$ cat src/rtl/axi_inf_write_burst_core.sv
// AXI4 write-address/response controller: splits one request into INCR bursts of at most
// MAX_BURST beats that never cross a 4KB page, with one burst outstanding at a time.
module axi_inf_write_burst_core #(
    parameter int IDSIZE    = 3,
    parameter int ID        = 0,
    parameter int LSIZE     = 8,
    parameter int ASIZE     = 32,
    parameter int TSIZE     = 16,
    parameter int DSIZE     = 256,
    parameter int MAX_BURST = 16
) (
    input  logic              axi_aclk,
    input  logic              axi_resetn,
    input  logic              write_req,
    input  logic [TSIZE-1:0]  req_len,
    input  logic [ASIZE-1:0]  req_addr,
    output logic              req_resp,
    output logic              req_done,
    output logic              req_err,
    output logic              pull_data_en,
    output logic [IDSIZE-1:0] axi_awid,
    output logic [ASIZE-1:0]  axi_awaddr,
    output logic [LSIZE-1:0]  axi_awlen,
    output logic [2:0]        axi_awsize,
    output logic [1:0]        axi_awburst,
    output logic              axi_awvalid,
    input  logic              axi_awready,
    output logic              axi_bready,
    input  logic [IDSIZE-1:0] axi_bid,
    input  logic [1:0]        axi_bresp,
    input  logic              axi_bvalid,
    output logic              axi_wlast,
    input  logic              axi_wvalid,
    input  logic              axi_wready
);
    localparam int BYTES = DSIZE / 8;
    localparam int ASZ   = $clog2(BYTES);
    localparam int CW    = TSIZE + 14;

    typedef enum logic [2:0] {
        S_IDLE, S_CALC, S_SET_VLD, S_WAIT_LAST, S_SET_BRDY, S_DONE
    } state_t;

    state_t           r_state, w_next;
    logic [TSIZE-1:0] r_remain;
    logic [ASIZE-1:0] r_addr;
    logic [ASIZE-1:0] r_awaddr;
    logic [LSIZE-1:0] r_awlen;
    logic [LSIZE:0]   r_blen;
    logic [LSIZE:0]   r_beat_cnt;
    logic             r_err;
    logic             r_req_resp;
    logic [12:0]      w_room;
    logic [CW-1:0]    w_blen_c;
    logic             w_wlast;
    logic             w_w_hs;
    logic             w_b_hs;
    logic             w_last_burst;

    // Beats left before the next 4KB page boundary
    assign w_room       = (13'd4096 - {1'b0, r_addr[11:0]}) >> ASZ;
    assign w_wlast      = (r_state == S_WAIT_LAST) && (r_beat_cnt == r_blen - (LSIZE+1)'(1));
    assign w_w_hs       = (r_state == S_WAIT_LAST) && axi_wvalid && axi_wready;
    assign w_b_hs       = (r_state == S_SET_BRDY) && axi_bvalid && (axi_bid == IDSIZE'(ID));
    assign w_last_burst = (r_remain == TSIZE'(r_blen));

    always_comb begin
        w_blen_c = CW'(r_remain);
        if (w_blen_c > CW'(MAX_BURST)) w_blen_c = CW'(MAX_BURST);
        if (w_blen_c > CW'(w_room))    w_blen_c = CW'(w_room);
    end

    always_ff @(posedge axi_aclk) begin
        if (!axi_resetn) r_state <= S_IDLE;
        else             r_state <= w_next;
    end

    always_comb begin
        w_next       = r_state;
        req_resp     = r_req_resp;
        req_done     = 1'b0;
        req_err      = 1'b0;
        pull_data_en = 1'b0;
        axi_awid     = IDSIZE'(ID);
        axi_awaddr   = r_awaddr;
        axi_awlen    = r_awlen;
        axi_awsize   = 3'(ASZ);
        axi_awburst  = 2'b01;
        axi_awvalid  = 1'b0;
        axi_bready   = 1'b0;
        axi_wlast    = w_wlast;
        case (r_state)
            S_IDLE:      if (write_req) w_next = (req_len == '0) ? S_DONE : S_CALC;
            S_CALC:      w_next = S_SET_VLD;
            S_SET_VLD: begin
                axi_awvalid = 1'b1;
                if (axi_awready) w_next = S_WAIT_LAST;
            end
            S_WAIT_LAST: begin
                pull_data_en = 1'b1;
                if (w_w_hs && w_wlast) w_next = S_SET_BRDY;
            end
            S_SET_BRDY: begin
                axi_bready = 1'b1;
                if (w_b_hs) w_next = ((axi_bresp != 2'b00) || w_last_burst) ? S_DONE : S_CALC;
            end
            S_DONE: begin
                req_done = 1'b1;
                req_err  = r_err;
                w_next   = S_IDLE;
            end
            default:     w_next = S_IDLE;
        endcase
    end

    always_ff @(posedge axi_aclk) begin
        if (!axi_resetn) begin
            r_remain   <= '0;
            r_addr     <= '0;
            r_awaddr   <= '0;
            r_awlen    <= '0;
            r_blen     <= '0;
            r_beat_cnt <= '0;
            r_err      <= 1'b0;
            r_req_resp <= 1'b0;
        end else begin
            r_req_resp <= (r_state == S_IDLE) && write_req;
            case (r_state)
                S_IDLE: if (write_req) begin
                    r_remain <= req_len;
                    r_addr   <= req_addr;
                    r_err    <= 1'b0;
                end
                S_CALC: begin
                    r_blen   <= (LSIZE+1)'(w_blen_c);
                    r_awaddr <= r_addr;
                    r_awlen  <= LSIZE'(w_blen_c - CW'(1));
                end
                S_WAIT_LAST: if (w_w_hs) begin
                    r_beat_cnt <= w_wlast ? '0 : r_beat_cnt + (LSIZE+1)'(1);
                end
                S_SET_BRDY: if (w_b_hs) begin
                    r_remain <= r_remain - TSIZE'(r_blen);
                    r_addr   <= r_addr + (ASIZE'(r_blen) << ASZ);
                    if (axi_bresp != 2'b00) r_err <= 1'b1;
                end
                S_DONE:  r_err <= 1'b0;
                default: ;
            endcase
        end
    end
endmodule
$ cat config.mk
export PLATFORM = sky130hd
export DESIGN_NAME = axi_inf_write_burst_core
export DESIGN_NICKNAME = d
export VERILOG_FILES = /design/src/rtl/axi_inf_write_burst_core.sv
export SDC_FILE = /design/constraint.sdc
export NUM_CORES = 1
export LEC_CHECK = 0
export ABC_AREA = 1
export ABC_CLOCK_PERIOD_IN_PS = 3300
export CORE_ASPECT_RATIO = 1.25
export CORE_MARGIN = 1.5
export CORE_UTILIZATION = 40
export CTS_BUF_LIST = sky130_fd_sc_hd__clkbuf_8
export DETAILED_ROUTE_END_ITERATION = 10
export PLACE_DENSITY = 0.7
export SETUP_SLACK_MARGIN = 0.3
export SYNTH_ARGS = -nofsm -noshare
export SYNTH_HDL_FRONTEND = slang
export SYNTH_SLANG_ARGS = --single-unit
export TNS_END_PERCENT = 10
$ cat constraint.sdc
create_clock -name axi_aclk -period 3.3 [get_ports axi_aclk]
set_input_delay 0.495 -clock axi_aclk [delete_from_list [all_inputs] [get_ports axi_aclk]]
set_output_delay 0.495 -clock axi_aclk [all_outputs]
set_load 0.03 [all_outputs]
# Word-level counts from Yosys, hierarchy flattened
# Index checks and enable logic that the tools add are counted.
# totals
reg_bits	111
output_inout_bits	55
# classes
magnitude_cmp	2
reduce_logical	18
muxes	25
addsub	6
n_eq_ne	12
# op_table
op	count
$mux W32	2
$pmux W32 S2	1
$mux W16	3
$add A32 B14 Y32	1
$pmux W16 S2	1
$mux W3	6
$mux W9	2
$eq A16 B9 Y1	1
$gt A16 B5 Y1 const B	1
$gt A16 B8 Y1	1
$logic_not A16 Y1	1
$sub A16 B9 Y16	1
$pmux W3 S5	1
$sub A13 B12 Y13 const A	1
$add A9 B1 Y9 const B	1
$eq A9 B9 Y1	1
$sub A9 B1 Y9 const B	1
$mux W1	8
$reduce_and A4 Y1	2
$sub A8 B1 Y8 const B	1
$logic_and A1 B1 Y1	7
$eq A3 B2 Y1 const B	2
$eq A3 B3 Y1 const B	2
$logic_not A3 Y1	2
9 further kinds	13

# Logic depth before layout (Yosys ltp)
# logic_depth
word_depth	6
mapped_depth	25
depth_no_buf	24

# Worst setup path after synthesis
# No wires, ideal clock.
# synth_timing
path_kind	reg2reg
start	register r_remain[10]
end	register r_awlen[6], in the netlist axi_awlen[6]
path_slack_ns	0.637
required_ns	3.172
n_path_buf	2
arrival_time_ns	2.535
path_stages_with_launch	23
cell_sequence	dfxtp_1 or2_1 buf_6 nor2_1 nand4_2 nor2_2 ha_1 nand2_1 inv_1 nand2_1 nand2_1 nand2_1 nand2_2 nand2_2 buf_6 o21ai_0 nand2_1 ha_1 nand3_1 nor2_2 a21oi_1 nor2_1 nor2_1
# synth_between
elab_chain_cells	5
# synth_lines
element	line_no	source
start, declared	45	logic [TSIZE-1:0] r_remain;
start signal, assigned	130	r_remain <= req_len;
start signal, assigned	143	r_remain <= r_remain - TSIZE'(r_blen);
$gt A16 B5 Y1	69	if (w_blen_c > CW'(MAX_BURST)) w_blen_c = CW'(MAX_BURST);
$mux W16 (*)	69	
$gt A16 B8 Y1	70	if (w_blen_c > CW'(w_room)) w_blen_c = CW'(w_room);
$mux W9 (*)	70	
$sub A8 B1 Y8 (*)	137	r_awlen <= LSIZE'(w_blen_c - CW'(1));
end signal, assigned	137	
end, declared	48	logic [LSIZE-1:0] r_awlen;
# Mark *: on every way between the ends. The rest lies on a longest branch, timed or not.
# A chain may end at the register's enable or synchronous reset.

# Final worst setup path
# layout_timing
start	register r_addr[6]
end	register r_awlen[6], in the netlist axi_awlen[6]
# layout_between
elab_chain_cells	4
# layout_lines
element	line_no	source
start, declared	46	logic [ASIZE-1:0] r_addr;
start signal, assigned	131	r_addr <= req_addr;
start signal, assigned	144	r_addr <= r_addr + (ASIZE'(r_blen) << ASZ);
$sub A13 B12 Y13 (*)	61	assign w_room = (13'd4096 - {1'b0, r_addr[11:0]}) >> ASZ;
$gt A16 B8 Y1	70	
$mux W9 (*)	70	
$sub A8 B1 Y8 (*)	137	
# Marked as above.

==> flow_metrics.tcl <==
set metrics [dict create \
    status "complete, no violations" \
    syn_area_um2 7130 \
    slew-limit-headroom_pct 47.5 \
    ys_ff_latch 111 \
    grt_overflow_total 0 \
    die_w_um 122 \
    async_reset_ff_share_pct 0 \
    multi_input_comb_area_um2 4380 \
    nets 1290 \
    worstHoldPathCells 2 \
    cts_max_path_buffers 2 \
    crit_type "reg -> reg" \
    dr.pass1.iters 5 \
    drtIter0Drc 519 \
    yosysTopAreaCell "dfxtp_1" \
    gp_congestion 0.943 \
    clkTransAtPathRegs_ps 120 \
    p_per_area_nw_per_um2 950 \
    maxSlewViolCount 0 \
    dieArea_um2 18600 \
    crit_path_end_kind "register" \
    grt_antenna_before_repair 0 \
    period_minus_slack_ps 2850 \
    drive_gt1_share_pct 8.31 \
    tns_ps 0 \
    io-pin-count 115 \
    finalCritPeriodShare_pct 86.3 \
    portBuffers 106 \
    synth.most_common_cell "nand2_1" \
    dieHeight_um 152 \
    synthTopCellsByCount "nand2_1, nor2_1, inv_1, dfxtp_1, a21oi_1" \
    vdd_drop_max_uv 351 \
    finClkSkew_ps 15.6 \
    power.leakage_nw 3.72 \
    syn_to_final_growth_pct 22.8 \
    first_global_vias 6915 \
    path_max_fanout 6 \
    whs_ps 496 \
    coreArea_um2 17400 \
    grt_first_pass_wirelength_um 34100 \
    synthFlopType "dfxtp_1" \
    ys_seq_area_share_pct 31.2 \
    synth_area_leaders "dfxtp_1, nand2_1, nor2_1, a21oi_1, o21ai_0" \
    drc 0 \
    maxCapViolCount 0 \
    synth_top_area_share_pct 31.2 \
    cts_sinks 111 \
    drt-total-wl_um 21500 \
    viasPerCell 5.16 \
    reg2regPathDepth 23 \
    synth_edf_count 0 \
    cts_tree "yes" \
    synth_cell_types 45 \
    antenna_left 0 \
    netlist_instances 1105 \
    postSynthAreaPerCell_um2 6.45 \
    setup.worst_path.start_class "register" \
    seqCellArea_um2 2230 \
    nFillCells 1817 \
    critPathRequiredTime_ps 3600 \
    cts_root_buf "clkbuf_8" \
    hold_buffers 0 \
    clkLatencyLatePin_ps 410 \
    rsz0062_at_grt "true" \
    finalSetupViolCount 0 \
    final_cell_area_um2 8760 \
    fin_util_pct 50.2 \
    vias 7368 \
    hp-class "reg -> reg" \
    fmax_mhz 351 \
    finalHoldViolCount 0 \
    grt_use_total_pct 23.0 \
    initial_core_util_pct 40.9 \
    place.detailed.hpwl_um 16000 \
    ys_warn_count 0 \
    htreeDepth 3 \
    placed_cell_area_um2 8360 \
    grt_max_degree 65 \
    worst_pin_slew_ps 787 \
    worst_ep_arrival_time_ps 3150 \
    diodes 0 \
    fp-row-count 54 \
    cts_buffers 9 \
    wl_per_cell_um 15.0 \
]
-- critical path: stages (launching register included) --
cell and delay (ps):
dfxtp_2 370, nor2_1 130, nand2_2 90, nor2_4 140, nor2_1 70, nor2_2 130, inv_1 80, ha_1 290
nand2_1 50, inv_1 100, nand2_1 60, nand2_1 50, nand2_1 80, nand2_4 110, nand2_4 80, inv_1 80
nand2_1 50, nand2_1 140, ha_4 160, nand3_2 100, nor2_4 150, a21oi_1 80, nor2_1 100, nor2_1 40
-- layout make-up --
type	instances	area share [%]
clock buffer	9	1.41
multi-input combinational	825	50.0
inverter	129	5.54
tap	224	3.20
clock inverter	7	0.772
timing repair buffer	123	13.6
sequential	111	25.4
-- placed cells by master, fill, tap and decap left out, drive strengths merged --
cell type / instances
inv: 129
o21bai: 7
or2: 7
conb: 11
nor3b: 4
nor3: 20
clkdlybuf4s50: 104
dfxtp: 111
nand3: 72
nand3b: 6
clkinvlp: 2
nand2: 227
o211ai: 8
fa: 2
a21o: 2
clkbuf: 10
and3: 1
clkinv: 5
nand4: 16
o31ai: 2
nor4: 9
xnor2: 4
nor2: 161
ha: 29
a21oi: 102
a31oi: 5
o21ai: 99
buf: 18
o21a: 5
a211oi: 9
xor2: 14
a221oi: 3
-- cell families after synthesis --
kind of cell / count (synthesis) / share of synthesized area (%)
AO/OA/AOI/OAI: 242 / 18.4
adder cells (fa/ha/maj): 31 / 5.65
flip-flops: 111 / 31.2
buffers and inverters: 179 / 10.3
AND/OR/NAND/NOR: 522 / 32.1
XOR/XNOR: 18 / 2.21
other: 2 / 0.105
-- per-layer routing --
metal / vias up / routed length, um / GRT usage, %
met2: 169 / 11000 / 41.8
met5: - / 0 / 0
met3: 44 / 780 / 2.69
met1: 3348 / 8880 / 26.4
li1: 3807 / - / -
met4: 0 / 812 / 10.4
-- power breakdown --
group | internal [mW] | total, mW | switching (mW)
combinational | 1.90 | 5.29 | 3.38
clock | 0.292 | 0.831 | 0.540
sequential | 1.78 | 2.20 | 0.426
total | 3.97 | 8.32 | 4.35
-- sequential cells by signal, summed over array words and instances (netlist names) --
register	flops
axi_awaddr	32
axi_awlen	8
r_addr	32
r_beat_cnt	9
r_blen	9
r_err	1
r_remain	16
r_state	3
req_resp	1
-- worst paths after layout --
| kind | from | slack [ps] | to |
|---|---|---|---|
| setup reg to reg | r_addr[6] | 450 | axi_awlen[6] |
| setup / recovery | r_addr[6] | 450 | axi_awlen[6] |
| hold reg to reg | r_remain[6] | 500 | r_remain[6] |
| hold / removal | r_remain[6] | 500 | r_remain[6] |
-- repair_timing --
action                                 CTS  global route
pin swaps                                0            12
setup endpoints to repair                2             8
gates resized for setup                  1            49
endpoints found under the hold margin    0             0
setup buffers                            0             6
gates cloned                             0             1
-- per-stage QoR --
stage | setup WS [ps] | std cells | total power, mW
finish | 451 | 1428 | 8.32
CTS | 271 | 1421 | 7.93
detailed placement | 292 | 1405 | 7.08
global placement | 393 | 1405 | 7.03
global route | 240 | 1428 | 9.06
floorplan | 637 | 1114 | 5.65
No activity file was read; power rests on OpenSTA's default activity.
